`config.mk`:
```
export PLATFORM = sky130hd
export DESIGN_NAME = apuracao_paramet
export DESIGN_NICKNAME = d
export VERILOG_FILES = /design/src/rtl/apuracao_paramet.sv
export SDC_FILE = /design/constraint.sdc
export NUM_CORES = 1
export LEC_CHECK = 0
export ABC_CLOCK_PERIOD_IN_PS = 6200
export CAP_MARGIN = 30
export CORE_MARGIN = 2
export CORE_UTILIZATION = 50
export DETAILED_ROUTE_END_ITERATION = 8
export HOLD_SLACK_MARGIN = 0.15
export PLACE_DENSITY = 0.67
export SETUP_SLACK_MARGIN = 0.5
export SLEW_MARGIN = 20
export SYNTH_ARGS = -nofsm -noshare
export SYNTH_HDL_FRONTEND = slang
export SYNTH_SLANG_ARGS = --single-unit
```
`constraint.sdc`:
```
create_clock -name clk -period 6.2 [get_ports clk]
set_input_delay 1.55 -clock clk [delete_from_list [all_inputs] [get_ports clk]]
set_output_delay 1.55 -clock clk [all_outputs]
set_load 0.005 [all_outputs]
```
`src/rtl/apuracao_paramet.sv`:
```
// apuracao_paramet: parametrised election tally with a sequential ranking scan.
//
// The block collects ballots and judge tie-break votes for N_CAND candidates.
// On close it visits one candidate per cycle and keeps the best and the
// second-best key, where key = {ballots, judge votes}. It then reports the
// winner and the runner-up.
//
// Ports:
//   clk, rst                      rising-edge clock, synchronous active-high reset
//   vote_valid/vote_cand          one ballot per cycle
//   judge_valid/judge_id/_cand    one judge vote per cycle, one vote per judge
//   close                         end collection and start the ranking scan
//   clear                         drop the result / counters, restart collection
//   rd_idx -> rd_count            combinational read of one ballot counter
//   candidato1/2, votos1/2        winner / runner-up index and ballot count
//   empate                        winner and runner-up have equal ballot counts
//   done                          result valid (level)
//   rejected                      one-cycle pulse: a vote was dropped
//   saturated                     sticky: a ballot hit a full counter
module apuracao_paramet #(
    parameter int N_CAND = 4,
    parameter int VOTE_W = 6,
    parameter int N_JUIZ = 4,
    localparam int CW  = $clog2(N_CAND),
    localparam int JIW = (N_JUIZ > 1) ? $clog2(N_JUIZ) : 1,
    localparam int JVW = $clog2(N_JUIZ + 1)
) (
    input  logic              clk,
    input  logic              rst,
    input  logic              vote_valid,
    input  logic [CW-1:0]     vote_cand,
    input  logic              judge_valid,
    input  logic [JIW-1:0]    judge_id,
    input  logic [CW-1:0]     judge_cand,
    input  logic              close,
    input  logic              clear,
    input  logic [CW-1:0]     rd_idx,
    output logic [VOTE_W-1:0] rd_count,
    output logic [CW-1:0]     candidato1,
    output logic [CW-1:0]     candidato2,
    output logic [VOTE_W-1:0] votos1,
    output logic [VOTE_W-1:0] votos2,
    output logic              empate,
    output logic              done,
    output logic              rejected,
    output logic              saturated
);

    typedef enum logic [1:0] {S_COLLECT = 2'd0, S_SCAN = 2'd1, S_DONE = 2'd2} state_t;

    localparam int KW = VOTE_W + JVW;
    localparam logic [CW:0]       NC_L     = (CW + 1)'(N_CAND);
    localparam logic [JIW:0]      NJ_L     = (JIW + 1)'(N_JUIZ);
    localparam logic [CW-1:0]     LAST_L   = CW'(N_CAND - 1);
    localparam logic [VOTE_W-1:0] CNT_MAX  = '1;

    state_t                   state_q, state_d;
    logic [CW-1:0]            idx_q, idx_d, best_q, best_d, second_q, second_d;
    logic                     secv_q, secv_d;
    logic [VOTE_W-1:0]        cnt_q  [N_CAND];
    logic [VOTE_W-1:0]        cnt_d  [N_CAND];
    logic [JVW-1:0]           jcnt_q [N_CAND];
    logic [JVW-1:0]           jcnt_d [N_CAND];
    logic [N_JUIZ-1:0]        used_q, used_d;
    logic [CW-1:0]            cand1_q, cand1_d, cand2_q, cand2_d;
    logic [VOTE_W-1:0]        votos1_q, votos1_d, votos2_q, votos2_d;
    logic                     empate_q, empate_d, done_q, done_d;
    logic                     rejected_q, rejected_d, saturated_q, saturated_d;

    logic                     collect_s, vote_ok_s, judge_ok_s, used_hit_s, drop_s;
    logic [N_JUIZ-1:0]        judge_bit_s;
    logic [KW-1:0]            key_cur_s, key_best_s, key_sec_s;

    // Range and duplicate checks on the incoming votes.
    assign collect_s   = (state_q == S_COLLECT);
    assign judge_bit_s = N_JUIZ'(1'b1) << judge_id;
    assign used_hit_s  = |(used_q & judge_bit_s);
    assign vote_ok_s   = ({1'b0, vote_cand} < NC_L);
    assign judge_ok_s  = ({1'b0, judge_id} < NJ_L) && ({1'b0, judge_cand} < NC_L) && !used_hit_s;
    // Anything presented outside COLLECT, or failing the checks, is dropped.
    assign drop_s      = (vote_valid  && !(collect_s && vote_ok_s)) ||
                         (judge_valid && !(collect_s && judge_ok_s));

    // Keys under comparison; ballots dominate, judge votes break ties.
    assign key_cur_s   = {cnt_q[idx_q],    jcnt_q[idx_q]};
    assign key_best_s  = {cnt_q[best_q],   jcnt_q[best_q]};
    assign key_sec_s   = {cnt_q[second_q], jcnt_q[second_q]};

    assign rd_count    = ({1'b0, rd_idx} < NC_L) ? cnt_q[rd_idx] : '0;
    assign candidato1  = cand1_q;
    assign candidato2  = cand2_q;
    assign votos1      = votos1_q;
    assign votos2      = votos2_q;
    assign empate      = empate_q;
    assign done        = done_q;
    assign rejected    = rejected_q;
    assign saturated   = saturated_q;

    // Next-state logic: collection, ranking scan and result hold.
    always_comb begin
        state_d     = state_q;
        idx_d       = idx_q;
        best_d      = best_q;
        second_d    = second_q;
        secv_d      = secv_q;
        cnt_d       = cnt_q;
        jcnt_d      = jcnt_q;
        used_d      = used_q;
        cand1_d     = cand1_q;
        cand2_d     = cand2_q;
        votos1_d    = votos1_q;
        votos2_d    = votos2_q;
        empate_d    = empate_q;
        done_d      = done_q;
        rejected_d  = drop_s;
        saturated_d = saturated_q;

        case (state_q)
            S_COLLECT: begin
                if (vote_valid && vote_ok_s) begin
                    if (cnt_q[vote_cand] == CNT_MAX) begin
                        saturated_d = 1'b1;
                    end else begin
                        cnt_d[vote_cand] = cnt_q[vote_cand] + VOTE_W'(1'b1);
                    end
                end else begin
                    cnt_d = cnt_q;
                end
                if (judge_valid && judge_ok_s) begin
                    jcnt_d[judge_cand] = jcnt_q[judge_cand] + JVW'(1'b1);
                    used_d             = used_q | judge_bit_s;
                end else begin
                    used_d = used_q;
                end
                if (close) begin
                    state_d = S_SCAN;
                    idx_d   = '0;
                end else begin
                    state_d = S_COLLECT;
                end
            end
            S_SCAN: begin
                if (idx_q == '0) begin
                    best_d = '0;
                    secv_d = 1'b0;
                end else if (key_cur_s > key_best_s) begin
                    second_d = best_q;
                    secv_d   = 1'b1;
                    best_d   = idx_q;
                end else if (!secv_q || (key_cur_s > key_sec_s)) begin
                    second_d = idx_q;
                    secv_d   = 1'b1;
                end else begin
                    best_d = best_q;
                end
                if (idx_q == LAST_L) begin
                    cand1_d  = best_d;
                    cand2_d  = second_d;
                    votos1_d = cnt_q[best_d];
                    votos2_d = cnt_q[second_d];
                    empate_d = (cnt_q[best_d] == cnt_q[second_d]);
                    done_d   = 1'b1;
                    state_d  = S_DONE;
                end else begin
                    idx_d = idx_q + CW'(1'b1);
                end
            end
            S_DONE: begin
                state_d = S_DONE;
            end
            default: begin
                state_d = S_COLLECT;
            end
        endcase

        // clear in COLLECT or DONE wipes the election; it is ignored mid-scan.
        if (clear && (state_q != S_SCAN)) begin
            for (int i = 0; i < N_CAND; i++) begin
                cnt_d[i]  = '0;
                jcnt_d[i] = '0;
            end
            used_d      = '0;
            cand1_d     = '0;
            cand2_d     = '0;
            votos1_d    = '0;
            votos2_d    = '0;
            empate_d    = 1'b0;
            done_d      = 1'b0;
            saturated_d = 1'b0;
            state_d     = S_COLLECT;
        end else begin
            done_d = done_d;
        end
    end

    // State and data registers with synchronous reset.
    always_ff @(posedge clk) begin
        if (rst) begin
            state_q     <= S_COLLECT;
            idx_q       <= '0;
            best_q      <= '0;
            second_q    <= '0;
            secv_q      <= 1'b0;
            for (int i = 0; i < N_CAND; i++) begin
                cnt_q[i]  <= '0;
                jcnt_q[i] <= '0;
            end
            used_q      <= '0;
            cand1_q     <= '0;
            cand2_q     <= '0;
            votos1_q    <= '0;
            votos2_q    <= '0;
            empate_q    <= 1'b0;
            done_q      <= 1'b0;
            rejected_q  <= 1'b0;
            saturated_q <= 1'b0;
        end else begin
            state_q     <= state_d;
            idx_q       <= idx_d;
            best_q      <= best_d;
            second_q    <= second_d;
            secv_q      <= secv_d;
            cnt_q       <= cnt_d;
            jcnt_q      <= jcnt_d;
            used_q      <= used_d;
            cand1_q     <= cand1_d;
            cand2_q     <= cand2_d;
            votos1_q    <= votos1_d;
            votos2_q    <= votos2_d;
            empate_q    <= empate_d;
            done_q      <= done_d;
            rejected_q  <= rejected_d;
            saturated_q <= saturated_d;
        end
    end

endmodule
```
### Word-level counts from Yosys, hierarchy flattened

Index checks and enable logic that the tools add are counted.
Widths: inputs -> output; s select.

| storage, ports and cells | value |
|---|---|
| output and inout port bits | 26 |
| register bits | 69 |

| cells by class | value |
|---|---|
| shift operators | 1 |
| mux-type cells | 55 |
| add/subtract/negate cells | 3 |
| equal/unequal tests | 9 |
| bitwise operators | 11 |
| reductions and logical operators | 25 |
| $lt $le $gt $ge | 12 |

Operators by type and width:

| kind | count |
|---|---|
| $mux 6 | 15 |
| $bmux 6 s2 | 7 |
| $mux 3 | 9 |
| $bmux 3 s2 | 4 |
| $bwmux 24 | 1 |
| $ge 3x3->1 const B | 8 |
| $not 2->3 | 8 |
| $mux 2 | 10 |
| $gt 9x9->1 | 2 |
| $bwmux 12 | 1 |
| $demux 6 s2 | 1 |
| $reduce_and 3->1 | 3 |
| $logic_and 1x1->1 | 7 |
| $add 6x1->6 const B | 1 |
| $demux 3 s2 | 1 |
| $eq 6x6->1 | 1 |
| $eq 6x6->1 const B | 1 |
| $lt 3x1->1 const B | 2 |
| $ne 2x2->1 const B | 3 |
| $pmux 2 s3 | 1 |
| $reduce_and 2->1 | 3 |
| $and 4x4->4 | 1 |
| $eq 2x2->1 const B | 2 |
| $logic_not 1->1 | 4 |
| other kinds (15) | 20 |

### Depth between registers and ports, before layout

| depth | value |
|---|---|
| depth after elaboration | 15 |
| gate-level depth with buffers | 15 |
| gate-level depth less buffers | 13 |

### Worst setup path after synthesis

No wires, ideal clock.

| timing path | value |
|---|---|
| kind | reg-to-reg |
| start | reg idx_q[0] |
| end | reg empate_q (netlist: empate) |
| cell stages (with the launch flop) | 15 |
| arrival | 4.404 ns |
| path buffers | 2 |
| path slack | 1.737 ns |
| data required time | 6.141 ns |
| path through | dfxtp_1 > clkbuf_1 > clkbuf_1 > mux4_2 > ha_1 > nand2_2 > or2_1 > o22a_1 > a211oi_4 > mux2i_1 > nor2_2 > mux4_2 > or3_4 > a221oi_2 > a31o_1 |

| on the way | value |
|---|---|
| word-level cells in the longest chain between the ends | 15 |

Ends and longest elaborated chain:

| what | RTL line | text |
|---|---|---|
| start, declared | 58 | `logic [CW-1:0] idx_q, idx_d, best_q, best_d, second_q, second_d;` |
| start signal, assigned | 219 | `idx_q <= idx_d;` |
| $not 2->3 (implied by the code) | 85 | `assign key_cur_s = {cnt_q[idx_q], jcnt_q[idx_q]};` |
| $bmux 3 s2 / $bmux 6 s2 (equally long branches) | 85 |  |
| $mux 3 (implied by the code) / $mux 6 (equally long branches) (2 in a row) | 85 |  |
| $gt 9x9->1 | 150 | `end else if (!secv_q \|\| (key_cur_s > key_sec_s)) begin` |
| $logic_or 1x1->1 | 150 |  |
| $mux 2 | 150 |  |
| $mux 2 | 146 | `end else if (key_cur_s > key_best_s) begin` |
| $mux 2 | 143 | `if (idx_q == '0) begin` |
| $mux 2 | 118 | `case (state_q)` |
| $not 2->3 (implied by the code) | 161 | `empate_d = (cnt_q[best_d] == cnt_q[second_d]);` |
| $bmux 6 s2 | 161 |  |
| $mux 6 (implied by the code) (2 in a row) | 161 |  |
| $eq 6x6->1 | 161 |  |
| end signal, assigned | 230 | `empate_q <= empate_d;` |
| end, declared | 67 | `logic empate_q, empate_d, done_q, done_d;` |

Parallel ways exist; a longest one is shown, timed or not. The select of a mux whose other input is x is not followed.
A chain may end at the register's enable or synchronous reset.

### Final worst setup path

| timing path | value |
|---|---|
| start | in rd_idx[0] |
| end | out rd_count[0] |

| on the way | value |
|---|---|
| word-level cells in the longest chain between the ends | 4 |

Ends and longest elaborated chain:

| what | RTL line | text |
|---|---|---|
| start, declared | 37 | `input logic [CW-1:0] rd_idx,` |
| $not 2->3 (implied by the code) | 89 | `assign rd_count = ({1'b0, rd_idx} < NC_L) ? cnt_q[rd_idx] : '0;` |
| $bmux 6 s2 | 89 |  |
| $mux 6 (implied by the code) (2 in a row) | 89 |  |
| end, declared | 38 | `output logic [VOTE_W-1:0] rd_count,` |

Every way passes these cells. The select of a mux whose other input is x is not followed.

==> key figures <==
Run status
  – Status: completed

Logic synthesis
  – Post-synth top flop: dfxtp_1
  – Synthesis Warnings: 0
  – Cell variety after synth: 60
  – Top cells by count, synth: nor2_1, dfxtp_1, mux4_2
  – Most frequent cell after synthesis: nor2_1
  – Flops & latches, synth: a little under 70
  – Number of synthesized flops with an enable pin: 0
  – Syn avg cell area: 9.914 µm²
  – Top cell type's share of synthesized area: 28.67%
  – Syn_nets: roughly 530
  – Sequential area share after synthesis: 28.67%
  – Leading area contributor after synthesis: dfxtp_1
  – Post-synthesis cell area: 0.004818 mm²
  – Syn Inst Count: 486
  – Top cells by area, synth: dfxtp_1, mux4_2, ha_1
  – Post-synthesis async set-or-reset flop share: 0%

Pwr
  – Final Power: between 1000 and 1500 µW
  – PD cells: 186.1 mW/mm²
  – Static leakage: 0.001928 µW
  – Peak VDD IR: 0.00009640 V

Min path
  – Type of the tightest min-delay check: register to register
  – Hold Crit Start: candidato1[0]

Place
  – GP Congestion: 0.9220
  – Placed Cells incl. Taps: 627
  – Post-DP HPWL: 8.870 mm
  – PortBufs: 39

Clocking
  – Clk pin slew, worst setup/hold paths: 80 ps
  – H-tree level count: 3
  – Num CTS Buffers: 9
  – Max Root-Sink Buffers: 2
  – Post-CTS setup buffers: 0
  – Clock Latency Late Sink: ~350 ps
  – Post-CTS sizing: 0
  – Post-CTS Hold Buffers: 0
  – Clock Sinks: 69
  – CTS tree: yes
  – CTS root buffer: clkbuf_8

Final layout
  – Finished Layout Cells: 643
  – Fillers: 825
  – Area growth from synthesis to layout: 14.91%
  – Share of post-route cells with drive strength above 1: 17.51%
  – Multi-input gate area: 0.003229 mm²
  – Seq. cell area: 0.001381 mm²
  – Diode count: 0
  – Post-layout nets: 548

Floorplanning
  – Core area: between 0.009 and 0.01 mm²
  – Die height: ~100 µm
  – DIE AREA: around 0.010 mm²
  – # rows: 35
  – Die width: a little over 100 µm
  – Top Ports: 40
  – Initial Utilization: between 50% and 60%

Worst setup path
  – Critical R2R Capture: empate
  – WP data arrival: 3290 ps
  – Critical-path maximum fanout: 6
  – R2R setup slack: 1490 ps
  – CP max stage cell: clkdlybuf4s50_1
  – CP cell instances: clkdlybuf4s50_1 > mux4_2 > clkdlybuf4s50_1
  – Critical path class: input pin to output pin
  – Top cell by count, worst path: clkdlybuf4s50_1
  – Worst reg2reg startpoint: idx_q[0]
  – Worst Reg-to-Reg Cells: 12
  – Max incr delay on CP: 710 ps
  – Crit path to: rd_count[0]
  – Setup crit start: rd_idx[0]
  – CP required: 4650 ps
  – Crit. End Element: output pin
  – CP startpoint kind: input pin

Global route
  – GRT Util Overall: 24.86%
  – Largest net degree at the start of global routing: 43
  – First-pass GRT wire length: between 15 and 20 mm
  – Initial antenna violation count: 0
  – Vias in the first global route: about 3800
  – Total grt overflow: 0

Routing
  – Mean routed wirelength per cell: 18.95 µm
  – ANT nets after route: 0
  – Drt total wl: 12.18 mm
  – DR DRC count: 0
  – Pre-antenna DRT Iters: 6
  – DR iter-0 viols: 293
  – Via/cell ratio: 6.110
  – DR vias: 3929

Timing
  – # setup viols final: 0
  – Worst-margin pin slew: a little under 900 ps
  – RSZ-0062 raised after global routing: no
  – Final hold viol count: 0
  – Skew final: 8.075 ps
  – Fin crit share: 78.02%
  – Max Freq: 206.7 MHz
  – WHS: 456.3 ps
  – Worst slew margin: around two fifths
  – Fin crit period: around 4800 ps
  – Final slew viol count: 0
  – Setup TNS: 0 ps

Run
  – Max cap viols: 0
==> cells by family after synthesis <==
| group | share of synthesized area (%) |
|---|---|
| muxes | 29.60 |
| and+or+nand+nor | 15.61 |
| xor gates and xnor gates | 1.636 |
| adders and majority gates | 6.492 |
| AOI/OAI and AO/OA | 13.66 |
| buffers and inverters | 4.337 |
| DFF | 28.67 |
==> worst min path at each step <==
stage,cells after the start,slack [ps],endpoint
after floorplan,2,430,used_q[2]
after global placement,2,440,used_q[2]
after detailed placement,2,450,votos1[2]
after CTS,2,460,votos1[2]
after global routing,2,480,candidato1[0]
final,2,460,candidato1[0]
==> cell type report <==
type,instances,area share [%]
clock buffer,11,2.734
clock inverter,5,1.921
inverter,26,1.763
multi-input combinational,362,58.33
sequential,69,24.95
tap,129,2.915
timing repair buffer,41,7.390
==> routing by layer <==
| metal | GRT usage (%) | share of wire [%] | vias to the layer above |
|---|---|---|---|
| met5 | 0 | 0 | - |
| met4 | 10.05 | 2.6 | 0 |
| met3 | 4.309 | 6.5 | 32 |
| met2 | 40.03 | 48 | 150 |
| met1 | 33.46 | 43 | 1897 |
| li1 | - | - | 1850 |
==> worst max-delay path: cells and delay by family <==
kind	cells	cell delay (ps)
multiplexers	1	560
buffers and inverters	2	1180
==> where the power goes <==
group | internal (µW) | leakage [µW] | switching (µW)
combinational | 43.5 | 0.00125 | 55.1
clock | 290 | 0.000126 | 185
sequential | 447 | 0.000557 | 9.95
==> cells in the final DEF, fill, tap and decap left out, types with 5 or more instances in the layout <==
cell             netlist  layout
a211oi_1               7       7
a21o_1                 6       5
a21oi_1               29      29
a311oi_1               5       5
and3_1                 6       6
clkbuf_8               0      11
clkdlybuf4s50_1        0      39
dfxtp_1               69      69
ha_1                  25      25
inv_1                 25      25
mux2i_1               30      30
mux4_2                49      49
nand2_1               26      26
nand3_1               11      11
nor2_1                77      77
nor3_1                14      14
o21ai_0               11      11
xnor2_1                5       5
==> flip-flops by register name (all words and copies together), names as in the netlist <==
register    count
best_q          2
candidato1      2
candidato2      2
cnt_q          24
done            1
empate          1
idx_q           2
jcnt_q         12
rejected        1
saturated       1
second_q        2
secv_q          1
state_q         2
used_q          4
votos1          6
votos2          6
==> stage by stage <==
step | setup slack [ps] | instance area, µm² | utilization [%]
global route | 1227 | 5537 | 59.64
floorplan | 1737 | 4818 | -
global placement | 1404 | 5268 | 56.74
CTS | 1355 | 5537 | 59.64
finish | 1363 | 5537 | 59.64
detailed placement | 1361 | 5279 | 56.86
Note: power is estimated with default switching activity, not from simulation.
